### config.mk
export PLATFORM = sky130hd
export DESIGN_NAME = fetch_seq_flat
export DESIGN_NICKNAME = d
export VERILOG_FILES = /design/src/rtl/fetch_pkg.sv /design/src/rtl/fetch_seq_if.sv /design/src/rtl/fetch_queue.sv /design/src/rtl/fetch_seq.sv /design/src/flat_wrapper.sv
export SDC_FILE = /design/constraint.sdc
export NUM_CORES = 1
export LEC_CHECK = 0
export ABC_CLOCK_PERIOD_IN_PS = 3300
export CORE_ASPECT_RATIO = 2
export CORE_MARGIN = 1
export CORE_UTILIZATION = 35
export DETAILED_ROUTE_END_ITERATION = 8
export PLACE_DENSITY = 0.65
export SYNTH_ARGS = -nofsm -noshare
export SYNTH_HDL_FRONTEND = slang
export SYNTH_HIERARCHICAL = 1
export SYNTH_SLANG_ARGS = --single-unit
### constraint.sdc
create_clock -name clk -period 3.3 [get_ports clk]
set_input_delay 0.66 -clock clk [delete_from_list [all_inputs] [get_ports clk]]
set_output_delay 0.66 -clock clk [all_outputs]
set_load 0.02 [all_outputs]
### src/rtl/fetch_pkg.sv
// Shared types and constants for the instruction-fetch sequencer.
// The fault check compiled in by FETCH_FAULT_EN uses in_im_range().
package fetch_pkg;

    localparam logic [31:0] RESET_PC = 32'h0000_3000;
    localparam logic [31:0] IM_BASE  = 32'h0000_3000;
    localparam int unsigned IM_WORDS = 1024;

    typedef struct packed {
        logic [31:0] pc;
        logic [31:0] instr;
        logic        fault;
    } fetch_entry_t;

    typedef enum logic {
        ST_RUN  = 1'b0,
        ST_HALT = 1'b1
    } fetch_state_e;

    // The comparison is done at 33 bits so that IM_BASE + 4*IM_WORDS cannot wrap.
    function automatic logic in_im_range(input logic [31:0] addr);
        logic [32:0] lo;
        logic [32:0] hi;
        lo = {1'b0, IM_BASE};
        hi = lo + 33'(4 * IM_WORDS);
        return ({1'b0, addr} >= lo) && ({1'b0, addr} < hi);
    endfunction

endpackage

### src/rtl/fetch_seq_if.sv
// Instruction-memory, redirect and decode-handshake signals of fetch_seq.
// The master side is the sequencer; the slave side is memory, redirect source and decode.
interface fetch_seq_if;
    logic [31:0] im_addr;
    logic [31:0] im_instr;
    logic        redirect_valid;
    logic [31:0] redirect_pc;
    logic        out_valid;
    logic        out_ready;
    logic [31:0] out_pc;
    logic [31:0] out_instr;
    logic        out_fault;

    modport master (
        output im_addr,
        input  im_instr,
        input  redirect_valid,
        input  redirect_pc,
        output out_valid,
        input  out_ready,
        output out_pc,
        output out_instr,
        output out_fault
    );

    modport slave (
        input  im_addr,
        output im_instr,
        output redirect_valid,
        output redirect_pc,
        input  out_valid,
        output out_ready,
        input  out_pc,
        input  out_instr,
        input  out_fault
    );
endinterface

### src/rtl/fetch_queue.sv
// DEPTH-entry synchronous FIFO of fetch entries with flush; the head is read from registered storage.
// The caller guarantees no push into a full queue without a pop, and no pop from an empty one.
module fetch_queue
    import fetch_pkg::*;
#(
    parameter int DEPTH = 2,
    localparam int AW = $clog2(DEPTH),
    localparam int CW = AW + 1
) (
    input  logic         clk,
    input  logic         reset,
    input  logic         flush_i,
    input  logic         push_i,
    input  logic         pop_i,
    input  fetch_entry_t push_entry_i,
    output logic [CW-1:0] count_o,
    output fetch_entry_t head_o
);

    fetch_entry_t  mem_q [DEPTH];
    logic [AW-1:0] rd_ptr_q;
    logic [AW-1:0] wr_ptr_q;
    logic [CW-1:0] count_q;
    logic [CW-1:0] count_d;

    always_comb begin
        count_d = count_q;
        if (push_i && !pop_i) begin
            count_d = count_q + 1'b1;
        end else if (pop_i && !push_i) begin
            count_d = count_q - 1'b1;
        end
    end

    always_ff @(posedge clk) begin
        if (reset) begin
            rd_ptr_q <= '0;
            wr_ptr_q <= '0;
            count_q  <= '0;
            for (int i = 0; i < DEPTH; i++) begin
                mem_q[i] <= '0;
            end
        end else if (flush_i) begin
            rd_ptr_q <= '0;
            wr_ptr_q <= '0;
            count_q  <= '0;
        end else begin
            // When full with a simultaneous pop, the write lands in the slot being vacated.
            if (push_i) begin
                mem_q[wr_ptr_q] <= push_entry_i;
                wr_ptr_q        <= wr_ptr_q + 1'b1;
            end
            if (pop_i) begin
                rd_ptr_q <= rd_ptr_q + 1'b1;
            end
            count_q <= count_d;
        end
    end

    assign count_o = count_q;
    assign head_o  = mem_q[rd_ptr_q];

endmodule

### src/rtl/fetch_seq.sv
// Instruction-fetch sequencer: owns the PC, fetches into fetch_queue, hands {pc, instr} to decode.
// Define FETCH_FAULT_EN to enable the alignment/range fault check and the HALT state.
//
//   state   | meaning
//   --------+-----------------------------------------------
//   ST_RUN  | fetching one word per cycle while queue has room
//   ST_HALT | fault entry issued; fetch stopped until redirect
module fetch_seq
    import fetch_pkg::*;
#(
    parameter int DEPTH = 2
) (
    input  logic        clk,
    input  logic        reset,
    fetch_seq_if.master bus
);

    localparam int CW = $clog2(DEPTH) + 1;

    logic [31:0]   pc_q;
    fetch_state_e  state_q;
    logic [CW-1:0] count;
    fetch_entry_t  head;
    fetch_entry_t  push_entry;
    logic          out_valid;
    logic          pop;
    logic          push;
    logic          fault;

    assign out_valid = (count != '0);
    assign pop       = out_valid & bus.out_ready;
    assign push      = (state_q == ST_RUN) & ~bus.redirect_valid
                       & ((count < CW'(DEPTH)) | pop);

`ifdef FETCH_FAULT_EN
    assign fault = (pc_q[1:0] != 2'b00) | ~in_im_range(pc_q);
`else
    assign fault = 1'b0;
`endif

    always_comb begin
        push_entry.pc    = pc_q;
        push_entry.instr = fault ? 32'h0 : bus.im_instr;
        push_entry.fault = fault;
    end

    always_ff @(posedge clk) begin
        if (reset) begin
            pc_q    <= RESET_PC;
            state_q <= ST_RUN;
        end else if (bus.redirect_valid) begin
            pc_q    <= bus.redirect_pc;
            state_q <= ST_RUN;
        end else if (push) begin
`ifdef FETCH_FAULT_EN
            if (fault) begin
                state_q <= ST_HALT;
            end else begin
                pc_q <= pc_q + 32'd4;
            end
`else
            pc_q <= pc_q + 32'd4;
`endif
        end
    end

    fetch_queue #(
        .DEPTH (DEPTH)
    ) u_queue (
        .clk          (clk),
        .reset        (reset),
        .flush_i      (bus.redirect_valid),
        .push_i       (push),
        .pop_i        (pop),
        .push_entry_i (push_entry),
        .count_o      (count),
        .head_o       (head)
    );

    // Without the fault check, stored fault bits are only ever written as 0.
    assign bus.im_addr   = pc_q;
    assign bus.out_valid = out_valid;
    assign bus.out_pc    = head.pc;
    assign bus.out_instr = head.instr;
    assign bus.out_fault = head.fault;

endmodule

### src/flat_wrapper.sv
// flat-port wrapper written by rule: the top's interface ports become plain ports
module fetch_seq_flat import fetch_pkg::*;
#(
    parameter int DEPTH = 2
)
  (clk, reset, bus_im_addr, bus_im_instr, bus_redirect_valid, bus_redirect_pc, bus_out_valid, bus_out_ready, bus_out_pc, bus_out_instr, bus_out_fault);
  fetch_seq_if bus_i ();
  input  logic clk;
  input  logic reset;
  output wire logic [$bits(bus_i.im_addr)-1:0] bus_im_addr;
  input wire logic [$bits(bus_i.im_instr)-1:0] bus_im_instr;
  input wire logic [$bits(bus_i.redirect_valid)-1:0] bus_redirect_valid;
  input wire logic [$bits(bus_i.redirect_pc)-1:0] bus_redirect_pc;
  output wire logic [$bits(bus_i.out_valid)-1:0] bus_out_valid;
  input wire logic [$bits(bus_i.out_ready)-1:0] bus_out_ready;
  output wire logic [$bits(bus_i.out_pc)-1:0] bus_out_pc;
  output wire logic [$bits(bus_i.out_instr)-1:0] bus_out_instr;
  output wire logic [$bits(bus_i.out_fault)-1:0] bus_out_fault;
  assign bus_im_addr = bus_i.im_addr;
  assign bus_i.im_instr = bus_im_instr;
  assign bus_i.redirect_valid = bus_redirect_valid;
  assign bus_i.redirect_pc = bus_redirect_pc;
  assign bus_out_valid = bus_i.out_valid;
  assign bus_i.out_ready = bus_out_ready;
  assign bus_out_pc = bus_i.out_pc;
  assign bus_out_instr = bus_i.out_instr;
  assign bus_out_fault = bus_i.out_fault;
  fetch_seq #(.DEPTH(DEPTH)) u_core (.clk(clk), .reset(reset), .bus(bus_i));
endmodule
==> results of run 1 <==
==> power by group through the flow <==
| stage | Clock (mW) | Combinational (mW) | Sequential, mW |
|---|---|---|---|
| 6_report | 2.21 | 0.726 | 2.47 |
| 5_1_grt | 2.34 | 0.772 | 2.49 |
| 4_1_cts | 2.27 | 0.734 | 2.47 |
| 3_5_place_dp | 0 | 0.730 | 2.52 |
| 3_3_place_gp | 0 | 0.728 | 2.51 |
| 2_1_floorplan | 0 | 0.358 | 2.52 |
==> sequential cells by signal, summed over array words and instances (netlist names), named ones only <==
name,flops
u_core/u_queue/mem_q,130
u_core/u_queue/rd_ptr_q,1
u_core/u_queue/wr_ptr_q,1
u_core/u_queue/count_o,2
u_core/bus.im_addr,32
==> per-stage QoR <==
step                hold slack [ns]  utilization [%]  worst slack, ns  instance area, um2
floorplan                     0.478                -            0.328                7980
global placement              0.504             44.1            0.511                9820
detailed placement            0.512             44.1            0.463                9820
CTS                           0.524             47.2            0.458               10500
global route                  0.574             47.2            0.424               10500
finish                        0.523             47.2            0.513               10500
==> area by class of cell <==
cell class	count	area, um2	area share, %
multi-input cells	401	2940	28.0
clock buffers	27	632	6.01
inverters	8	30.0	0.286
repair buffers	184	1860	17.7
well taps	276	345	3.28
clock inverters	5	58.8	0.559
flip-flops and latches	167	4650	44.2
==> worst min-delay path by stage <==
stage / start / to / slack, ns / depth (start not counted)
final: u_core/u_queue/count_o[1] / u_core/u_queue/count_o[1] / 0.52 / 2
after floorplan: u_core/u_queue/count_o[1] / u_core/u_queue/count_o[1] / 0.48 / 2
after global routing: u_core/bus.im_addr[0] / u_core/bus.im_addr[0] / 0.57 / 2
after detailed placement: u_core/u_queue/count_o[1] / u_core/u_queue/count_o[1] / 0.51 / 2
after CTS: u_core/u_queue/count_o[1] / u_core/u_queue/count_o[1] / 0.52 / 2
after global placement: u_core/u_queue/count_o[1] / u_core/u_queue/count_o[1] / 0.50 / 2
==> layer usage <==
metal / up-vias / GRT usage [%]
met5: - / 0
met4: 0 / 9.05
met3: 39 / 3.59
met2: 155 / 32.1
met1: 2729 / 19.1
li1: 2721 / -
==> kinds of logic (layout without fill, tap and decap cells) <==
logic type | count (synthesis) | in the layout
multiplexers | 67 | 67
buffers and inverters | 58 | 224
flip-flops | 167 | 167
AND/OR/NAND/NOR | 261 | 261
XOR/XNOR | 13 | 13
other | 1 | 2
adder cells (fa/ha/maj) | 2 | 2
AO/OA/AOI/OAI | 56 | 56
==> synth_stat cells (3+ instances only) <==
library cell | count | area, um2
buf_2 | 7 | 35.0
nor3_1 | 11 | 55.1
o31ai_1 | 4 | 30.0
a311o_1 | 3 | 30.0
o21ai_0 | 4 | 20.0
a31oi_1 | 3 | 18.8
nor4_1 | 8 | 50.1
o211ai_1 | 3 | 22.5
mux2_2 | 65 | 732
buf_6 | 16 | 180
nand2_1 | 21 | 78.8
a311oi_1 | 11 | 96.3
and3_1 | 128 | 801
clkbuf_1 | 15 | 56.3
o2111a_1 | 3 | 33.8
inv_1 | 6 | 22.5
and3_2 | 6 | 45.0
nand3_1 | 8 | 40.0
a2111oi_0 | 3 | 26.3
clkbuf_8 | 3 | 41.3
or4_1 | 6 | 45.0
buf_4 | 6 | 45.0
or3_1 | 6 | 37.5
nor2b_1 | 5 | 31.3
nor2_1 | 26 | 97.6
xnor2_1 | 8 | 70.1
dfxtp_1 | 37 | 741
xor2_1 | 5 | 43.8
nand4_1 | 14 | 87.6
edfxtp_1 | 130 | 3900
and4_1 | 3 | 26.3
a211oi_1 | 7 | 52.6
==> worst reg2reg max path: cells and delay by family (launching register included) <==
kind,cells,cell delay (ns)
AO/OA/AOI/OAI,1,0.26
adder cells (fa/ha/maj),1,0.28
flip-flops,1,0.56
AND/OR/NAND/NOR,3,1.21
==> metrics.md, run 1 <==
| Metric | Value |
|---|---|
| Status | `finished clean` |
| Crit path max-delay family | `buffers and inverters` |
| Commonest cells after routing, fill and taps aside | `clkdlybuf4s50_1, edfxtp_1, and3_1, mux2_2, dfxtp_1` |
| Multiplexer share of the synthesized area | `9.43%` |
| DRT met1 WL | `7800 um` |
| Reg-to-reg slack, setup | `0.91 ns` |
| Antenna-violating nets left | `0` |
| Syn Inst Count | `625` |
| Max-cap violations | `0` |
| Setup Buffers After CTS | `0` |
| CTS Buf Count | `17` |
| Clock power share | `40.9%` |
| Avg WL per Cell | `18.9 um` |
| H-tree lvl count | `4` |
| Post-synthesis sequential area ratio | `58.3%` |
| Placed cells | `1036` |
| Max IR drop VDD | `0.250 mV` |
| Port bufs | `165` |
| RR Startpoint | `u_core/bus.im_addr[2]` |
| Max FO, Critical Path | `16` |
| Compound-Gate Fraction of Synth Area | `5.78%` |
| Vias | `5644` |
| Max layer used | `met4` |
| DRC | `0` |
| Crit. End Element | `primary output` |
| Post-Synth XOR/XNOR Area | `1.43%` |
| Die H | `215 um` |
| Synth cell types | `65` |
| Synth Cell Area | `7970 um2` |
| First-pass GRT wire length | `30900 um` |
| Mapped Avg Cell Area | `12.8 um2` |
| Final GP Congestion | `0.807` |
| Max incr delay on CP | `0.55 ns` |
| Fill cell count | `2009` |
| Root buf cell | `clkbuf_16` |
| Die Area | `23400 um2` |
| TritonRoute pass-1 iters | `4` |
| CP Capture Point | `bus_out_pc[23]` |
| Yosys warning total | `6` |
| Power, Total | `5.41 mW` |
| Synth Area in Adders | `0.314%` |
| Peak Freq | `0.359 GHz` |
| Power density over cell area | `514 nW/um2` |
| Largest net degree at the start of global routing | `79` |
| Post-CTS Hold Fix Bufs | `0` |
| Post-CTS sizing | `0` |
| Initial antenna violation count | `0` |
| Switch Pwr | `1.26 mW` |
| Clk slew on worst S/H paths | `0.07 ns` |
| Fin. Hold Viols | `0` |
| Critical Path RT | `2.64 ns` |
| Antenna cells | `0` |
| RSZ-0062 raised after global routing | `false` |
| Layout Area Growth over Synthesis | `31.9%` |
| Commonest non-fill, non-tap cell in the layout | `clkdlybuf4s50_1` |
| CP bufs+invs | `2` |
| Register bit total from synthesis | `167` |
| TritonCTS clock tree | `built` |
| Hpwl dp | `13700 um` |
| P_leak | `4.17 nW` |
| Cell Rows | `77` |
| Initial Utilization | `35.8%` |
| First DRT Iteration DRCs | `248` |
| WL final | `20200 um` |
| Synth async-reset ratio | `0%` |
| Crit path time final | `2.79 ns` |
| Relative slew slack | `47.9%` |
| Post-Layout Cell Count | `1068` |
| Fin nets | `849` |
| Levels on crit path | `3` |
| Ys flop type | `edfxtp_1` |
| TritonCTS Sinks | `167` |
| Metal2 WL | `11000 um` |
| Crit-path cells | `buf_4, mux2_2, clkdlybuf4s50_1` |
| Comb power frac | `13.4%` |
| Pins Over Slew Limit | `0` |
| R2R depth | `5` |
| Worst Hold Class | `reg2reg` |
| Worst skew pair latency | `0.43 ns` |
| Worst R2R End | `u_core/bus.im_addr[20]` |
| Final setup violation count | `0` |
| Vias per cell | `5.28` |
| Switching Fraction | `23.4%` |
| Post-synth EDFFs | `130` |
| Met3 wire length | `721 um` |
| Simple logic cell fraction of the synthesized area | `19.7%` |
| Main combinational cell family by area after synthesis | `simple AND/OR/NAND/NOR gates` |
| I/O Pins | `166` |
| Slowest-stage cell, CP | `clkdlybuf4s50_1` |
| Worst Max-Slew Pin Slew | `0.780 ns` |
| Clock Tree Buf Depth | `2` |
| CP Class | `reg2out` |
| Gr ovfl total | `0` |
| Internal power consumption | `4.14 mW` |
| Gr usage total | `17.8%` |
| Setup tns final | `0 ns` |
| Core area | `22300 um2` |
| Final Skew | `0.00838 ns` |
| Vias in the first global route | `5722` |
| Flop pwr share | `45.7%` |
| Final Cycle Share | `84.5%` |
| Worst EP arrival | `2.13 ns` |
| Layout cells sized above 1 | `17.9%` |
| Startpoint Class | `flop` |
| Die width | `109 um` |
No activity file was read; power rests on OpenSTA's default activity.
==> inputs of run 2 (changes only) <==
- ABC_CLOCK_PERIOD_IN_PS: 3300 -> 2800
- PLACE_DENSITY: 0.65 -> 0.63
- clock period: 3.3 -> 2.8 ns (I/O delays scaled with it)
==> metrics.md, run 2 (synthesis gave the netlist of run 1 again) <==
| Metric | Value |
|---|---|
| Post-CTS Hold Fix Bufs | `0 (unchanged)` |
| Max-cap violations | `0 (unchanged)` |
| Crit-path cells | `buf_12, mux2_2, clkdlybuf4s50_1` |
| Critical Path RT | `2.24 ns (-0.40 ns)` |
| Fin. Hold Viols | `0 (unchanged)` |
| Final setup violation count | `0 (unchanged)` |
| Relative slew slack | `49.4% (+1.5 points)` |
| P_leak | `4.15 nW (-0.68%)` |
| Die H | `215 um (unchanged)` |
| DRC | `0 (unchanged)` |
| CP Class | `reg2out` |
| Status | `finished clean` |
| Final GP Congestion | `0.815 (+1.0%)` |
| Worst Max-Slew Pin Slew | `0.755 ns (-0.0245 ns)` |
| Die Area | `23400 um2 (unchanged)` |
| Vias | `5780 (+2.4%)` |
| H-tree lvl count | `4 (unchanged)` |
| Port bufs | `165 (unchanged)` |
| CP Capture Point | `bus_out_pc[20]` |
| Area post-placement | `9950 um2 (+1.3%)` |
| Largest register by flop count | `u_core/u_queue/mem_q` |
| Reg-to-reg slack, setup | `0.52 ns (-0.39 ns)` |
| Die width | `109 um (unchanged)` |
| Clock Tree Buf Depth | `2 (unchanged)` |
| Core area | `22300 um2 (unchanged)` |
| Setup tns final | `0 ns (unchanged)` |
| Layout cells sized above 1 | `18.3% (+0.38 points)` |
| Pins Over Slew Limit | `0 (unchanged)` |
| Gr ovfl total | `0 (unchanged)` |
| WL final | `20900 um (+3.1%)` |
| Peak Freq | `0.373 GHz` |
| Worst skew pair latency | `0.43 ns (about the same)` |
| Worst R2R End | `u_core/bus.im_addr[19]` |
| Avg WL per Cell | `19.3 um (+2.1%)` |
| TritonRoute pass-1 iters | `5 (+1)` |
| Setup Buffers After CTS | `0 (unchanged)` |
| Largest net degree at the start of global routing | `79 (unchanged)` |
| Cell Rows | `77 (unchanged)` |
| RSZ-0062 raised after global routing | `false` |
| Gr usage total | `18.5% (+0.70 points)` |
| Multi-input logic area | `2940 um2 (unchanged)` |
| Vias in the first global route | `5849 (+2.2%)` |
| Final Cycle Share | `95.9%` |
| Root buf cell | `clkbuf_16` |
| First-pass GRT wire length | `31900 um (+3.3%)` |
| Vias per cell | `5.36 (+1.4%)` |
| Max FO, Critical Path | `27 (+11)` |
| Worst Hold Class | `reg2reg` |
| Initial Utilization | `35.8% (unchanged)` |
| Crit. End Element | `primary output` |
| Antenna cells | `0 (unchanged)` |
| Sequential cell area | `4650 um2 (unchanged)` |
| Commonest cells after routing, fill and taps aside | `clkdlybuf4s50_1, edfxtp_1, and3_1, mux2_2, dfxtp_1` |
| Fill cell count | `2029 (+1.0%)` |
| CTS Buf Count | `17 (unchanged)` |
| Startpoint Class | `flop` |
| Post-route cell area | `10500 um2 (-0.38%)` |
| Final Skew | `0.0104 ns (+0.00205 ns)` |
| Max reg flops | `130 (unchanged)` |
| Max IR drop VDD | `0.293 mV (+17%)` |
| Crit path time final | `2.68 ns` |
| Post-CTS sizing | `0 (unchanged)` |
| TritonCTS Sinks | `167 (unchanged)` |
| TritonCTS clock tree | `built` |
| Worst hold slack | `0.529 ns (+0.00614 ns)` |
| Power density over cell area | `565 nW/um2 (+9.8%)` |
| Fin nets | `861 (+1.4%)` |
| First DRT Iteration DRCs | `277 (+12%)` |
| I/O Pins | `166 (unchanged)` |
| Clk slew on worst S/H paths | `0.06 ns (about the same)` |
| R2R depth | `4 (-1)` |
| Worst EP arrival | `2.12 ns (about the same)` |
| Hpwl dp | `14500 um (+6.1%)` |
| RR Startpoint | `u_core/bus.im_addr[10]` |
| Initial antenna violation count | `0 (unchanged)` |
| Max incr delay on CP | `0.59 ns (+0.04 ns)` |
| Layout Area Growth over Synthesis | `31.4%` |
| Slowest-stage cell, CP | `clkdlybuf4s50_1` |
| Antenna-violating nets left | `0 (unchanged)` |
| Commonest non-fill, non-tap cell in the layout | `clkdlybuf4s50_1` |
-- run 2: how the worst min path moves through the flow --
| stage | startpoint | endpoint | slack [ns] | depth (start not counted) |
|---|---|---|---|---|
| final | u_core/u_queue/count_o[1] | u_core/u_queue/count_o[1] | 0.53 | 2 |
| after global routing | u_core/u_queue/count_o[1] | u_core/u_queue/count_o[1] | 0.57 | 2 |
| after CTS | u_core/u_queue/count_o[1] | u_core/u_queue/count_o[1] | 0.53 | 2 |
| after detailed placement | u_core/u_queue/count_o[1] | u_core/u_queue/count_o[1] | 0.52 | 2 |
| after global placement | u_core/u_queue/count_o[1] | u_core/u_queue/count_o[1] | 0.50 | 2 |
| after floorplan | u_core/u_queue/count_o[1] | u_core/u_queue/count_o[1] | 0.48 | 2 |
-- run 2: worst max-delay path: cells and delay by family (launching register included) --
family / cells / cell delay (ns)
buf+inv: 2 / 0.83
flops: 1 / 0.51
mux: 1 / 0.35
-- run 2: cell type report --
type	instances	share of cell area, %
multi-input combinational	401	28.1
sequential	167	44.4
inverter	8	0.287
tap	276	3.30
timing repair buffer	196	18.9
clock buffer	21	4.20
clock inverter	10	0.788
-- run 2: through the flow --
stage               cells  setup WS, ns  power, mW  util, %
floorplan             626         0.256       3.39        -
global placement     1048         0.173       3.84     44.7
detailed placement   1048         0.170       3.85     44.7
CTS                  1079        0.0528       5.97     47.1
global route         1079        0.0253       6.11     47.1
finish               1079         0.115       5.92     47.1
-- run 2: routing by layer --
metal / track usage [%] / share of wire (%) / up-vias
met2: 34.5 / 56 / 174
li1: - / - / 2745
met4: 9.10 / 3.6 / 0
met1: 19.0 / 36 / 2825
met3: 3.50 / 3.6 / 36
met5: 0 / 0 / -
-- run 2: where the power goes --
part | switching (mW) | total (mW) | internal (mW)
Sequential | 0.0930 | 2.91 | 2.81
Combinational | 0.450 | 0.886 | 0.437
Clock | 0.919 | 2.12 | 1.20
Total | 1.46 | 5.92 | 4.45
